<file path="src/rtl/window2x2_gen_if.sv">
// Handshake bundle between a raster pixel source, the 2x2 window generator and a downstream MAC.
// The slave modport is the window generator's view. The master modport is the environment's view.
interface window2x2_gen_if #(
    parameter int WIDTH = 8
);
    logic               pix_valid;
    logic [WIDTH-1:0]   pix_data;
    logic               pix_ready;
    logic               win_valid;
    logic [4*WIDTH-1:0] win_data;
    logic               win_last;
    logic               win_ready;

    modport slave (
        input  pix_valid, pix_data, win_ready,
        output pix_ready, win_valid, win_data, win_last
    );

    modport master (
        output pix_valid, pix_data, win_ready,
        input  pix_ready, win_valid, win_data, win_last
    );
endinterface

</file>
<file path="src/rtl/window2x2_gen.sv">
// Builds stride-1 2x2 windows from a raster pixel stream using one line buffer.
// Each window is registered with one cycle of latency, and frames can follow each other back-to-back.
module window2x2_gen #(
    parameter int WIDTH = 8,
    parameter int IMG_W = 8,
    parameter int IMG_H = 8
) (
    input  logic             clk,
    input  logic             rst,
    window2x2_gen_if.slave   bus
);
    localparam int CW = $clog2(IMG_W);
    localparam int RW = $clog2(IMG_H);
    localparam logic [CW-1:0] COL_LAST = CW'(IMG_W - 1);
    localparam logic [RW-1:0] ROW_LAST = RW'(IMG_H - 1);

    localparam logic [0:0] FILL = 1'b0;
    localparam logic [0:0] RUN  = 1'b1;

    logic [0:0]         state_q, state_d;
    logic [CW-1:0]      col_q, col_d;
    logic [RW-1:0]      row_q, row_d;
    logic [WIDTH-1:0]   top_prev_q, top_prev_d;
    logic [WIDTH-1:0]   cur_prev_q, cur_prev_d;
    logic               win_valid_q, win_valid_d;
    logic               win_last_q, win_last_d;
    logic [4*WIDTH-1:0] win_data_q, win_data_d;

    logic [WIDTH-1:0]   linebuf_q [IMG_W];
    logic [WIDTH-1:0]   top;
    logic               accept;
    logic               form;
    logic               col_wrap;
    logic               frame_end;

    assign bus.pix_ready = !win_valid_q || bus.win_ready;
    assign accept        = bus.pix_valid && bus.pix_ready;
    assign top           = linebuf_q[col_q];
    assign col_wrap      = (col_q == COL_LAST);
    assign frame_end     = col_wrap && (row_q == ROW_LAST);
    // Row 0 (FILL) and column 0 only prime the buffers.
    assign form          = accept && (state_q == RUN) && (col_q != '0);

    always_comb begin
        // NOTE: every signal gets a default first so no path leaves it unassigned (no latch).
        state_d     = state_q;
        col_d       = col_q;
        row_d       = row_q;
        top_prev_d  = top_prev_q;
        cur_prev_d  = cur_prev_q;
        win_valid_d = win_valid_q;
        win_last_d  = win_last_q;
        win_data_d  = win_data_q;

        if (accept) begin
            top_prev_d = top;
            cur_prev_d = bus.pix_data;
            if (col_wrap) begin
                col_d = '0;
                row_d = frame_end ? '0 : row_q + RW'(1);
            end else begin
                col_d = col_q + CW'(1);
            end
            if (frame_end) begin
                state_d = FILL;
            end else if (col_wrap && (state_q == FILL)) begin
                state_d = RUN;
            end
        end

        if (form) begin
            win_valid_d = 1'b1;
            win_last_d  = frame_end;
            win_data_d  = {bus.pix_data, cur_prev_q, top, top_prev_q};
        end else if (bus.win_ready) begin
            win_valid_d = 1'b0;
            win_last_d  = 1'b0;
        end
    end

    always_ff @(posedge clk or posedge rst) begin
        // NOTE: state registers use non-blocking assignments so every flop samples pre-edge values.
        if (rst) begin
            state_q     <= FILL;
            col_q       <= '0;
            row_q       <= '0;
            top_prev_q  <= '0;
            cur_prev_q  <= '0;
            win_valid_q <= 1'b0;
            win_last_q  <= 1'b0;
            win_data_q  <= '0;
        end else begin
            state_q     <= state_d;
            col_q       <= col_d;
            row_q       <= row_d;
            top_prev_q  <= top_prev_d;
            cur_prev_q  <= cur_prev_d;
            win_valid_q <= win_valid_d;
            win_last_q  <= win_last_d;
            win_data_q  <= win_data_d;
        end
    end

    // NOTE: the line buffer has no reset. Row 0 of every frame rewrites each entry before any window reads it.
    always_ff @(posedge clk) begin
        if (accept) begin
            linebuf_q[col_q] <= bus.pix_data;
        end
    end

    assign bus.win_valid = win_valid_q;
    assign bus.win_last  = win_last_q;
    assign bus.win_data  = win_data_q;
endmodule

</file>
<file path="src/flat_wrapper.sv">
// flat-port wrapper written by rule: the top's interface ports become plain ports
module window2x2_gen_flat 
#(
    parameter int WIDTH = 8,
    parameter int IMG_W = 8,
    parameter int IMG_H = 8
)
  (clk, rst, bus_pix_valid, bus_pix_data, bus_win_ready, bus_pix_ready, bus_win_valid, bus_win_data, bus_win_last);
  window2x2_gen_if #(.WIDTH(WIDTH)) bus_i ();
  input  logic clk;
  input  logic rst;
  input wire logic [$bits(bus_i.pix_valid)-1:0] bus_pix_valid;
  input wire logic [$bits(bus_i.pix_data)-1:0] bus_pix_data;
  input wire logic [$bits(bus_i.win_ready)-1:0] bus_win_ready;
  output wire logic [$bits(bus_i.pix_ready)-1:0] bus_pix_ready;
  output wire logic [$bits(bus_i.win_valid)-1:0] bus_win_valid;
  output wire logic [$bits(bus_i.win_data)-1:0] bus_win_data;
  output wire logic [$bits(bus_i.win_last)-1:0] bus_win_last;
  assign bus_i.pix_valid = bus_pix_valid;
  assign bus_i.pix_data = bus_pix_data;
  assign bus_i.win_ready = bus_win_ready;
  assign bus_pix_ready = bus_i.pix_ready;
  assign bus_win_valid = bus_i.win_valid;
  assign bus_win_data = bus_i.win_data;
  assign bus_win_last = bus_i.win_last;
  window2x2_gen #(.WIDTH(WIDTH), .IMG_W(IMG_W), .IMG_H(IMG_H)) u_core (.clk(clk), .rst(rst), .bus(bus_i));
endmodule
</file>
<file path="config.mk">
export PLATFORM = sky130hd
export DESIGN_NAME = window2x2_gen_flat
export DESIGN_NICKNAME = d
export VERILOG_FILES = /design/src/rtl/window2x2_gen_if.sv /design/src/rtl/window2x2_gen.sv /design/src/flat_wrapper.sv
export SDC_FILE = /design/constraint.sdc
export NUM_CORES = 1
export LEC_CHECK = 0
export CAP_MARGIN = 0
export CORE_MARGIN = 1
export CORE_UTILIZATION = 35
export DETAILED_ROUTE_END_ITERATION = 6
export MAX_ROUTING_LAYER = met4
export SKIP_CTS_REPAIR_TIMING = 1
export SYNTH_ARGS = -nofsm -noshare
export SYNTH_HDL_FRONTEND = slang
export SYNTH_SLANG_ARGS = --single-unit
export TNS_END_PERCENT = 100
</file>
<file path="constraint.sdc">
create_clock -name clk -period 2 [get_ports clk]
set_input_delay 0.6 -clock clk [delete_from_list [all_inputs] [get_ports clk]]
set_output_delay 0.6 -clock clk [all_outputs]
set_load 0.01 [all_outputs]
</file>
* Word-level counts from Yosys, hierarchy flattened
Memories as Yosys holds them, arrays and structs flattened.
Index checks and enable logic that the tools add are counted.
** Operators by class
- Add/subtract/negate cells :: 2
- Equality and inequality tests :: 2
- Muxes and demuxes :: 9
- Bitwise logic cells :: 1
- Reductions and logical operators :: 12
** Operators by type and width (count)
- 2-to-1 mux 1 bit :: 7
- adder 3 x 1 -> 3 bit, second input constant :: 2
- == test 3 bit, second input constant :: 2
- 2-to-1 mux 3 bit :: 2
- logical AND 1 bit :: 5
- AND reduction 2 bit :: 2
- nonzero test 2 bit :: 2
- nonzero test 3 bit :: 1
- zero test 1 bit :: 1
- logical OR 1 bit :: 1
- inverter 1 bit :: 1
** Storage, ports and cells
- Register bits :: 57
- Memory bits (writable) :: 64
- Bits of input ports :: 12
- Word-level logic and storage cells :: 35
- Memories kept :: 1
** Memories
- u_core.linebuf_q :: words 8, bits a word 8, read ports 1, clocked after memory_dff 0, wr ports 1, RTL line window2x2_gen.sv:29 : logic [WIDTH-1:0] linebuf_q [IMG_W];

* Logic depth before layout (Yosys ltp)
- Depth after elaboration :: 6
- Depth in mapped cells :: 9

* Worst setup path before layout
OpenSTA, ideal clock, no wires.
- Kind :: in2reg
- From :: in bus_win_ready
- To :: mem u_core.linebuf_q[2][0], enable pin
- Setup time :: 0.383 ns
- Data arrival time :: 1.926 ns
- Required time :: 1.617 ns
- Slack :: -0.310 ns
- Stages on the path :: 5
- Buffers on the path :: 1
- Path through :: nand2b_1 > and2_0 > buf_2 > nand2_1 > nor3_1
** Between the ends
- Word-level cells in the longest chain between the ends :: 4
** RTL lines
- from (decl) :: RTL line flat_wrapper.sv:14 : input wire logic [$bits(bus_i.win_ready)-1:0] bus_win_ready;
- logical OR 1 bit :: RTL line window2x2_gen.sv:36 : assign bus.pix_ready = !win_valid_q || bus.win_ready;
- logical AND 1 bit :: RTL line window2x2_gen.sv:37 : assign accept = bus.pix_valid && bus.pix_ready;
- 2-to-1 mux 1 bit :: RTL line window2x2_gen.sv:106 : if (accept) begin
- 2-to-1 mux 1 bit (not written as such) :: RTL line window2x2_gen.sv:107 : linebuf_q[col_q] <= bus.pix_data;
- to (decl) :: RTL line window2x2_gen.sv:29
Every way passes these cells.

* Worst setup path after layout
- From :: in bus_win_ready
- To :: out bus_pix_ready
** Between the ends
- Word-level cells in the longest chain between the ends :: 1
** RTL lines
- logical OR 1 bit :: RTL line window2x2_gen.sv:36
- to (decl) :: RTL line flat_wrapper.sv:15 : output wire logic [$bits(bus_i.pix_ready)-1:0] bus_pix_ready;
Every way passes these cells.

==> impl_metrics.ini <==
[drt]
routed_wl_um = 9160
drc_errors = 0
met3RoutedLength_um = 367
wl_per_cell_um = 15.7
ant_nets = 0
met1_length_um = 4540
drtIter0Drc = 137
route.met2.wl_um = 4160
vias = 2780
firstDrtPassIters = 4
via_per_inst = 4.75
top_layer_used = met4

[logic_synthesis]
ys_ff_latch = 121
synth.avg_cell_area_um2 = 15.4
synth_area_leader_cell = edfxtp_1
synth.area.top_cells = edfxtp_1 40%, dfrtp_1 30%, mux2_2 7.6%, mux2i_1 5.3%, nand2_1 3.3%
ys_seq_area_frac = 0.703
synthFlopType = edfxtp_1
yosysMostFrequentCell = edfxtp_1
synth_top_area_share = 0.404
yosys_warnings = 0
synthArstFlopShare = 0.471
synth_fp_nets = 328
postSynthCellCount = 310
synth_commonest_cells = 64 x edfxtp_1, 57 x dfrtp_1, 42 x nand2_1
synth_area_um2 = 4760
synth_edf_count = 64
synth_cell_types = 37

[worst_hold_path]
hp-class = reg -> reg
min-delay-start = u_core.cur_prev_q[4]

[timing]
hold_violations = 0
setup_violations = 0
fin_crit_sh = 0.982
finalMaxSlewViolations = 0
maxSlewHeadroom = 0.711
timing.hold.ws_ns = 0.472
fin_crit_ns = 1.96
tns_ns = 0
tightest_slew_ns = 0.431
rsz0062_at_grt = no
fin_worst_skew_ns = 0.00428
max_freq_mhz = 509

[finish]
final_nets = 414
drive_gt1_frac = 0.271
fillers = 1196
fin_cells = 585
syn_to_final_growth_pct = 32.1
final_cell_area_um2 = 6290
antenna_cells = 0

[global_routing]
grt_max_degree = 58
antenna_found_initial = 0
globalRouteOverflowTotal = 0
grt_pass1_vias = 2868
track_usage = 0.148
grt_pass1_wl_um = 15300

[place]
finalWeightedCongestion = 0.791
post_dp_cell_area_um2 = 5700
portBuffers = 46
dp_hpwl_um = 6300
place_inst = 553

[floorplan]
fp.coreArea_um2 = 13200
fp.dieW_um = 119
ios = 47
start_util = 0.360
chipHeight_um = 119
die_area_um2 = 14100
rows = 42

[worst_setup_path]
r2r-start = u_core.col_q[1]
critPathSlowestCell = clkdlybuf4s50_1
crit_arrival_ns = 1.36
worstPathMaxFanout = 3
cp-start-kind = input pin
endpoint = bus_pix_ready
critPathLaunch = bus_win_ready
crit_chain = clkdlybuf4s50_1 > nand2b_4 > dlymetal6s2s_1
r2r_cells = 5
reg2reg_slack_ns = 0.27
crit_path_max_incr_delay_ns = 0.48
worst-setup-path-type = in -> out
end_kind = output pin
crit_buf_inv = 2
reg2reg_to = u_core.top_prev_q[3]
path_delay_family = buffers and inverters
cp_num_cells = 3
cp.required_ns = 1.40

[cts]
cts_tree = built
cts_sinks = 121
cts_buffers = 17
h-tree-depth = 4
path_clk_slew_ns = 0.05
clockBufferDepth = 2
clock_latency_ns = 0.40
clock-root-buffer = clkbuf_16

[power_and_ir_drop]
p_leak_nw = 2.53
peakVddDrop_uv = 767
design_power_total_mw = 9.77
power_density_nw_per_um2 = 1550

[job]
max-cap-violations = 0

[outcome]
outcome = finished clean
final cells by class:
cell class / instances / area (um^2) / share of cell area
clock inverter: 7 / 63.8 / 0.0101
multi-input combinational: 170 / 1350 / 0.214
inverter: 5 / 18.8 / 0.00298
sequential: 121 / 3350 / 0.532
tap: 176 / 220 / 0.0350
clock buffer: 25 / 517 / 0.0822
timing repair buffer: 81 / 776 / 0.123
metal layers:
layer / GRT usage / vias to the layer above
met2: 0.212 / 73
li1: - / 1317
met1: 0.200 / 1381
met3: 0.0458 / 9
met4: 0.0498 / 0
met5: - / -
kinds of logic (layout without fill, tap and decap cells):
kind of cell,after synthesis,after routing,synth area share
AND/OR/NAND/NOR,67,67,0.0615
AO/OA/AOI/OAI,33,33,0.0434
multiplexers,64,64,0.152
flip-flops,121,121,0.703
adder cells (fa/ha/maj),6,6,0.0158
buffers and inverters,19,118,0.0244
stage by stage:
step	setup WS, ns	util
after detailed placement	-0.366	0.430
after CTS	-0.374	0.474
after global routing	0.00154	0.475
final	0.0368	0.475
after floorplan	-0.169	-
after global placement	-0.361	0.430
report_power, final:
part / switching (mW) / internal [mW] / total, mW
Clock: 1.02 / 1.91 / 2.93
Sequential: 0.343 / 3.33 / 3.67
Combinational: 1.47 / 1.71 / 3.17
state kept, by name, summed over array words and instances, names as in the netlist:
| name | count |
|---|---|
| u_core.row_q | 3 |
| u_core.top_prev_q | 8 |
| u_core.bus.win_valid | 1 |
| u_core.bus.win_last | 1 |
| u_core.bus.win_data | 32 |
| u_core.col_q | 3 |
| u_core.cur_prev_q | 8 |
| u_core.state_q | 1 |
| u_core.linebuf_q | 64 |
cells in the final DEF, fill, tap and decap left out, types with 5 or more instances in the layout:
| cell | synthesis | layout |
|---|---|---|
| a21oi_1 | 6 | 6 |
| buf_4 | 2 | 31 |
| clkbuf_16 | 0 | 18 |
| clkdlybuf4s50_1 | 0 | 45 |
| clkinv_2 | 0 | 5 |
| dfrtp_1 | 57 | 57 |
| edfxtp_1 | 64 | 64 |
| ha_1 | 6 | 6 |
| mux2_2 | 32 | 32 |
| mux2i_1 | 25 | 25 |
| nand2_1 | 42 | 42 |
| nor3_1 | 7 | 5 |
| o21ai_0 | 9 | 9 |
worst min-delay path: cells and delay by family (launching register included):
| kind | cells | cell delay, ns |
|---|---|---|
| flip-flops | 1 | 0.34 |
| AND/OR/NAND/NOR | 2 | 0.10 |
how the worst min path moves through the flow:
stage	to	slack, ns	cells after the start
6_report	u_core.cur_prev_q[4]	0.47	2
4_1_cts	u_core.cur_prev_q[4]	0.48	2
3_5_place_dp	u_core.cur_prev_q[3]	0.46	2
3_3_place_gp	u_core.cur_prev_q[4]	0.45	2
2_1_floorplan	u_core.cur_prev_q[0]	0.44	2
5_1_grt	u_core.cur_prev_q[7]	0.50	2
Note: power is estimated with default switching activity, not from simulation.
